## config.mk

```make
export PLATFORM = sky130hd
export DESIGN_NAME = pipe_ctrl_flat
export DESIGN_NICKNAME = d
export VERILOG_FILES = /design/src/rtl/pipe_ctrl_if.sv /design/src/rtl/pipe_ctrl.sv /design/src/flat_wrapper.sv
export SDC_FILE = /design/constraint.sdc
export NUM_CORES = 1
export LEC_CHECK = 0
export CORE_AREA = 2 2 51 53
export CTS_CLUSTER_SIZE = 8
export DETAILED_ROUTE_END_ITERATION = 10
export DIE_AREA = 0 0 53 55
export GPL_ROUTABILITY_DRIVEN = 0
export PLACE_DENSITY = 0.64
export SYNTH_ARGS = -nofsm -noshare
export SYNTH_HDL_FRONTEND = slang
export SYNTH_SLANG_ARGS = --single-unit
```

## constraint.sdc

```tcl
create_clock -name clk -period 1.5 [get_ports clk]
set_input_delay 0.45 -clock clk [delete_from_list [all_inputs] [get_ports clk]]
set_output_delay 0.45 -clock clk [all_outputs]
set_load 0.02 [all_outputs]
```

## src/rtl/pipe_ctrl_if.sv

```systemverilog
// Handshake bundle between the pipeline stages and the stall/flush controller.
// The controller uses the slave modport; the stage-side request logic uses master.
interface pipe_ctrl_if;
  logic        stallreq_id;
  logic        ex_mc_start;
  logic        flush_req;
  logic [5:0]  stall_o;
  logic        flush_o;
  logic        mc_done_o;
  logic        busy_o;
  logic [15:0] stall_cnt_o;

  modport master (
    output stallreq_id, ex_mc_start, flush_req,
    input  stall_o, flush_o, mc_done_o, busy_o, stall_cnt_o
  );

  modport slave (
    input  stallreq_id, ex_mc_start, flush_req,
    output stall_o, flush_o, mc_done_o, busy_o, stall_cnt_o
  );
endinterface

```

## src/rtl/pipe_ctrl.sv

```systemverilog
// Five-stage pipeline stall/flush controller with an internal multi-cycle EX timer.
// Optional stall-cycle performance counter enabled by defining PIPE_CTRL_PERF_EN.
module pipe_ctrl #(
  parameter int MC_LAT = 4
) (
  input logic        clk,
  input logic        rst,
  pipe_ctrl_if.slave ctrl
);

  typedef enum logic [1:0] {IDLE, MC_BUSY, MC_DONE} state_t;

  localparam logic [5:0] STALL_NONE = 6'b000000;
  localparam logic [5:0] STALL_ID   = 6'b000111;
  localparam logic [5:0] STALL_EX   = 6'b001111;
  // Cycles left in MC_BUSY after the first one; unused when MC_LAT == 2.
  localparam logic [3:0] CNT_INIT   = (MC_LAT > 2) ? 4'(MC_LAT - 3) : 4'd0;

  state_t     state, state_next;
  logic [3:0] cnt, cnt_next;
  logic [5:0] stall;
  logic       flush;
  logic       mc_done;

  // NOTE: state registers use non-blocking assignments so every flop samples
  // pre-edge values; blocking here would create ordering-dependent simulation.
  always_ff @(posedge clk or posedge rst) begin
    if (rst) begin
      state <= IDLE;
      cnt   <= 4'd0;
    end else begin
      state <= state_next;
      cnt   <= cnt_next;
    end
  end

  // NOTE: every output of this block gets a default first so no path leaves
  // a variable unassigned, which would otherwise infer a latch.
  always_comb begin
    state_next = state;
    cnt_next   = cnt;
    stall      = STALL_NONE;
    flush      = 1'b0;
    mc_done    = 1'b0;

    if (ctrl.flush_req) begin
      flush      = 1'b1;
      state_next = IDLE;
      cnt_next   = 4'd0;
    end else begin
      unique case (state)
        IDLE: begin
          if (ctrl.ex_mc_start) begin
            stall = STALL_EX;
            if (MC_LAT == 2) begin
              state_next = MC_DONE;
            end else begin
              state_next = MC_BUSY;
              cnt_next   = CNT_INIT;
            end
          end else if (ctrl.stallreq_id) begin
            stall = STALL_ID;
          end
        end
        MC_BUSY: begin
          stall = STALL_EX;
          if (cnt == 4'd0) state_next = MC_DONE;
          else             cnt_next   = cnt - 4'd1;
        end
        MC_DONE: begin
          mc_done    = 1'b1;
          stall      = ctrl.stallreq_id ? STALL_ID : STALL_NONE;
          state_next = IDLE;
        end
        default: begin
          state_next = IDLE;
          cnt_next   = 4'd0;
        end
      endcase
    end
  end

  assign ctrl.stall_o   = stall;
  assign ctrl.flush_o   = flush;
  assign ctrl.mc_done_o = mc_done;
  assign ctrl.busy_o    = (state != IDLE);

`ifdef PIPE_CTRL_PERF_EN
  logic [15:0] stall_cnt;

  always_ff @(posedge clk or posedge rst) begin
    if (rst)
      stall_cnt <= 16'h0000;
    else if ((stall != STALL_NONE) && (stall_cnt != 16'hFFFF))
      stall_cnt <= stall_cnt + 16'h0001;
  end

  assign ctrl.stall_cnt_o = stall_cnt;
`else
  assign ctrl.stall_cnt_o = 16'h0000;
`endif

endmodule

```

## src/flat_wrapper.sv

```systemverilog
// flat-port wrapper written by rule: the top's interface ports become plain ports
module pipe_ctrl_flat 
#(
  parameter int MC_LAT = 4
)
  (clk, rst, ctrl_stallreq_id, ctrl_ex_mc_start, ctrl_flush_req, ctrl_stall_o, ctrl_flush_o, ctrl_mc_done_o, ctrl_busy_o, ctrl_stall_cnt_o);
  pipe_ctrl_if ctrl_i ();
  input logic clk;
  input logic rst;
  input wire logic [$bits(ctrl_i.stallreq_id)-1:0] ctrl_stallreq_id;
  input wire logic [$bits(ctrl_i.ex_mc_start)-1:0] ctrl_ex_mc_start;
  input wire logic [$bits(ctrl_i.flush_req)-1:0] ctrl_flush_req;
  output wire logic [$bits(ctrl_i.stall_o)-1:0] ctrl_stall_o;
  output wire logic [$bits(ctrl_i.flush_o)-1:0] ctrl_flush_o;
  output wire logic [$bits(ctrl_i.mc_done_o)-1:0] ctrl_mc_done_o;
  output wire logic [$bits(ctrl_i.busy_o)-1:0] ctrl_busy_o;
  output wire logic [$bits(ctrl_i.stall_cnt_o)-1:0] ctrl_stall_cnt_o;
  assign ctrl_i.stallreq_id = ctrl_stallreq_id;
  assign ctrl_i.ex_mc_start = ctrl_ex_mc_start;
  assign ctrl_i.flush_req = ctrl_flush_req;
  assign ctrl_stall_o = ctrl_i.stall_o;
  assign ctrl_flush_o = ctrl_i.flush_o;
  assign ctrl_mc_done_o = ctrl_i.mc_done_o;
  assign ctrl_busy_o = ctrl_i.busy_o;
  assign ctrl_stall_cnt_o = ctrl_i.stall_cnt_o;
  pipe_ctrl #(.MC_LAT(MC_LAT)) u_core (.clk(clk), .rst(rst), .ctrl(ctrl_i));
endmodule
```

# --- Word level (Yosys, flattened, before mapping) ---
# Cells that the tools add are included.
word_totals:
  ff_bits: 6
  in_bits: 5
  output_inout_bits: 25
  word_cells: 29
classes:
  addsub: 1
  n_eq_ne: 6
  mux: 15
  reduce_logical: 5
op_table:
  columns: ["cell", "count"]
  rows:
  - ["$pmux 6 s3", 1]
  - ["$mux 4", 3]
  - ["$mux 6", 2]
  - ["$pmux 4 s3", 1]
  - ["$mux 2", 3]
  - ["$ne 3x3->1 const B", 2]
  - ["$logic_not 4->1", 1]
  - ["$pmux 2 s2", 1]
  - ["$sub 4x1->4 const B", 1]
  - ["$mux 1", 3]
  - ["$mux 3", 1]
  - ["$ne 3x2->1 const B", 1]
  - ["$reduce_and 3->1", 1]
  - ["$eq 2x1->1 const B", 1]
  - ["$eq 2x2->1 const B", 1]
  - ["$logic_not 2->1", 1]
  - ["$ne 2x2->1 const B", 1]
  - ["$reduce_and 2->1", 1]
  - ["$reduce_bool 2->1", 1]

# --- Logic depth before layout (Yosys ltp) ---
logic_depth:
  ltp_word: 4
  depth_mapped: 5
  depth_no_buf: 5

# --- Least setup slack after synthesis ---
# No wires, ideal clock.
synth_timing:
  path_kind: "reg-to-output"
  startpoint: "reg u_core.state[1]"
  endpoint: "out ctrl_stall_o[1]"
  arrival_time_ps: 1191
  required_ps: 1050
  setup_slack_ps: -141
  stages_incl_launch_ff: 5
  n_path_buf: 2
  path_cell_list: "dfrtp_1 buf_2 a2bb2oi_1 nor2_1 buf_4"
synth_between:
  elab_chain_cells: 3
  word_cells_on_any_way: 5
  classes_between: "eq/ne (2); mux (2); reduce/logical (1)"
synth_rtl:
  columns: ["item", "line", "source"]
  rows:
  - ["start: declaration", "pipe_ctrl.sv:19", "state_t state, state_next;"]
  - ["start signal: assignment", "pipe_ctrl.sv:32", "state <= state_next;"]
  - ["$eq 2x2->1 (tied with other cells)", "pipe_ctrl.sv:51", "unique case (state)"]
  - ["$pmux 6 s3 (*)", "pipe_ctrl.sv:51", null]
  - ["$mux 6 (*)", "pipe_ctrl.sv:46", "if (ctrl.flush_req) begin"]
  - ["end: declaration", "flat_wrapper.sv:13", "output wire logic [$bits(ctrl_i.stall_o)-1:0] ctrl_stall_o;"]
# Every way passes the cells marked *; elsewhere a longest branch is shown, timed or not.

# --- Worst setup path in the final report ---
layout_timing:
  startpoint: "reg u_core.state[0]"
  endpoint: "out ctrl_stall_o[2]"
# Same word-level chain as after synthesis.

==> impl_results.md <==
* Gate Count Post-Synth at 67
* Remaining global-route overflow at 0
* Clock skew at 0.00632 ns
* Cell variety after synth at 29
* Antenna viol nets, final at 0
* Largest net degree at the start of global routing at 8
* Worst Path Arrival at 1.20 ns
* Min setup slack post-route at -0.146 ns
* Setup_tns at -0.700 ns
* Cell area after layout at 773 um^2
* Largest area contributor in the netlist: buf_4
* Initial Util at around a quarter
* Synthesized flop and latch total at 6
* Startpoint type of the worst setup path: flip-flop
* Area grow syn2layout at 35.5%
* Req. time, crit path at 1.05 ns
* WL final at 1.32 mm
* Mean routed wirelength per cell at 11.2 um
* Asr flop ratio synth at 100%
* Outcome: finished with violations
* Ports at 30
* Max cap viols at 0
* Initial antenna violation count at 0
* CP max FO at 5
* Area occupied by multi-input gates at 337 um^2
* Unrepaired setup endpoints after global routing: yes
* Hold buffer count at CTS at 0
* Area fraction of the dominant cell type after synthesis at 27.6%
* Max-slew violations at 0
* Core area at 2360 um^2
* Die area at 2920 um^2
* DR iter-0 viols at 10
* First-pass GRT wire length at 1.93 mm
* Ratio of cells with drive above 1 in the final layout at 42.5%
* Post-DP Area at about 690 um^2
* Most frequent cell after synthesis: buf_4
* Layout fillers at ~260
* Yosys warning total at 0
* Synth Flop Type: dfrtp_1
* Post-synth top cells: 21 x buf_4, 6 x dfrtp_1, 4 x nor2_1, 4 x nor3_1, 3 x inv_1
* # DRC at 0
* Gr usage total at 9.35%
* CTS Buf Count at 3
* Register clock-pin slew on the reported worst setup and hold paths at around 0.05 ns
* Worst setup path class: flip-flop to output pin
* Vias in the first global route at 424
* Synth Cell Area at ~570 um^2
* Final Critical Period at 1.65 ns
* # rows at 18
* Final nets at 96
* Synth top area cells: buf_4 28%, dfrtp_1 26%, ha_1 4.4%
* Fmax achieved at a little over 600 MHz
* CTS tree: built
* Mean Syn Cell Area at 8.52 um^2
* # setup viols final at 6
* Dpl hpwl at 868 um
* Post-synth EDFFs at 0
* Port bufs at 11
* Static Leak at 0.386 nW
* CTS Buffer Depth at 2
* Failing checks: setup timing
* DR vias/cell at 4.15
* Routed vias at 485
* Max VDD drop at between 300 and 400 uV
* TritonRoute pass-1 iters at 4
* ANT cells at 0
* Final Hold Violating Endpoints at 0
* Clock Latency Late Sink at 0.25 ns
* Clk root buf: clkbuf_4
* Class of the worst hold path: input pin to asynchronous set/reset pin
* Die X-Extent at between 50 and 60 um
* Period utilization at 110%
* Register area at 153 um^2
* Post-synthesis sequential area ratio at 26.3%
* Pwr Density at 994 nW/um^2
* DIE HEIGHT at 55 um
* Worst setup EP type: output pin
* Htree depth at 1
* Sink Count at 6
-- final cells by class --
type	instances	area share (%)
sequential	6	19.7
tap	30	4.85
clock buffer	3	2.91
multi-input combinational	50	43.5
timing repair buffer	24	27.0
inverter	4	1.94
-- path summary, 6_finish.rpt --
path / depth (start not counted) / startpoint / to / slack (ns)
worst min-delay path: 2 / rst / u_core.cnt[3] / 0.42
worst max register to register: 4 / u_core.state[1] / u_core.cnt[0] / 0.02
min in group clk: 2 / u_core.state[1] / u_core.state[0] / 0.59
worst max-delay path: 4 / u_core.state[0] / ctrl_stall_o[2] / -0.15
worst min register to register: 2 / u_core.state[1] / u_core.state[0] / 0.59
max in group asynchronous: 2 / rst / u_core.state[1] / 0.86
-- logic make-up after synthesis --
| group | synth area share [%] |
|---|---|
| buffers and inverters | 34.0 |
| and+or+nand+nor | 23.9 |
| AOI/OAI and AO/OA | 10.7 |
| DFF | 26.3 |
| adders and majority gates | 4.39 |
| other | 0.657 |
-- critical path: stages, from the launching register on --
cell       delay, ns
dfrtp_2         0.44
nor2_4          0.11
a2bb2oi_2       0.19
nor2_4          0.07
buf_6           0.13
-- layout by cell type (no fill, tap or decap), drive strengths merged, types with 2 or more instances in the layout --
cell           count
ha                 2
conb              18
clkdlybuf4s15      3
dfrtp              6
nor3b              2
clkbuf             3
buf               19
nor2               4
nor4               2
inv                4
o21ai              2
nor3               4
nand2b             2
-- report_power, final --
group | internal, W | switching [W]
Combinational | 0.000188 | 0.000211
Sequential | 0.000188 | 0.0000294
Clock | 0.0000907 | 0.0000615
-- sequential cells by signal, indices dropped and copies added, names as in the netlist --
signal / count
u_core.state: 2
u_core.cnt: 4
-- timing repair --
action,CTS,global route
resized for setup,44,7
pin swaps,1,4
endpoints found under the setup margin,10,9
buffers inserted,3,0
-- metrics by stage --
step	hold WS [ns]	worst slack, ns	util, %	total power [W]	std cells
final	0.423	-0.146	32.7	0.000769	117
after global routing	0.426	-0.211	32.7	0.000819	117
after CTS	0.426	-0.157	31.5	0.000745	117
after detailed placement	0.555	-0.832	29.3	0.000565	111
after global placement	0.541	-0.815	29.3	0.000557	111
after floorplan	0.241	-0.0473	-	0.000494	84
-- metal layers --
layer	up-vias	track usage [%]	wire, um	part of all wire, %
met4	0	3.85	10	0.76
met1	227	9.34	515	39
met2	25	17.7	686	52
met3	2	3.23	102	7.8
li1	231	-	-	-
met5	-	0	0	0
(Power assumes the default switching activity.)
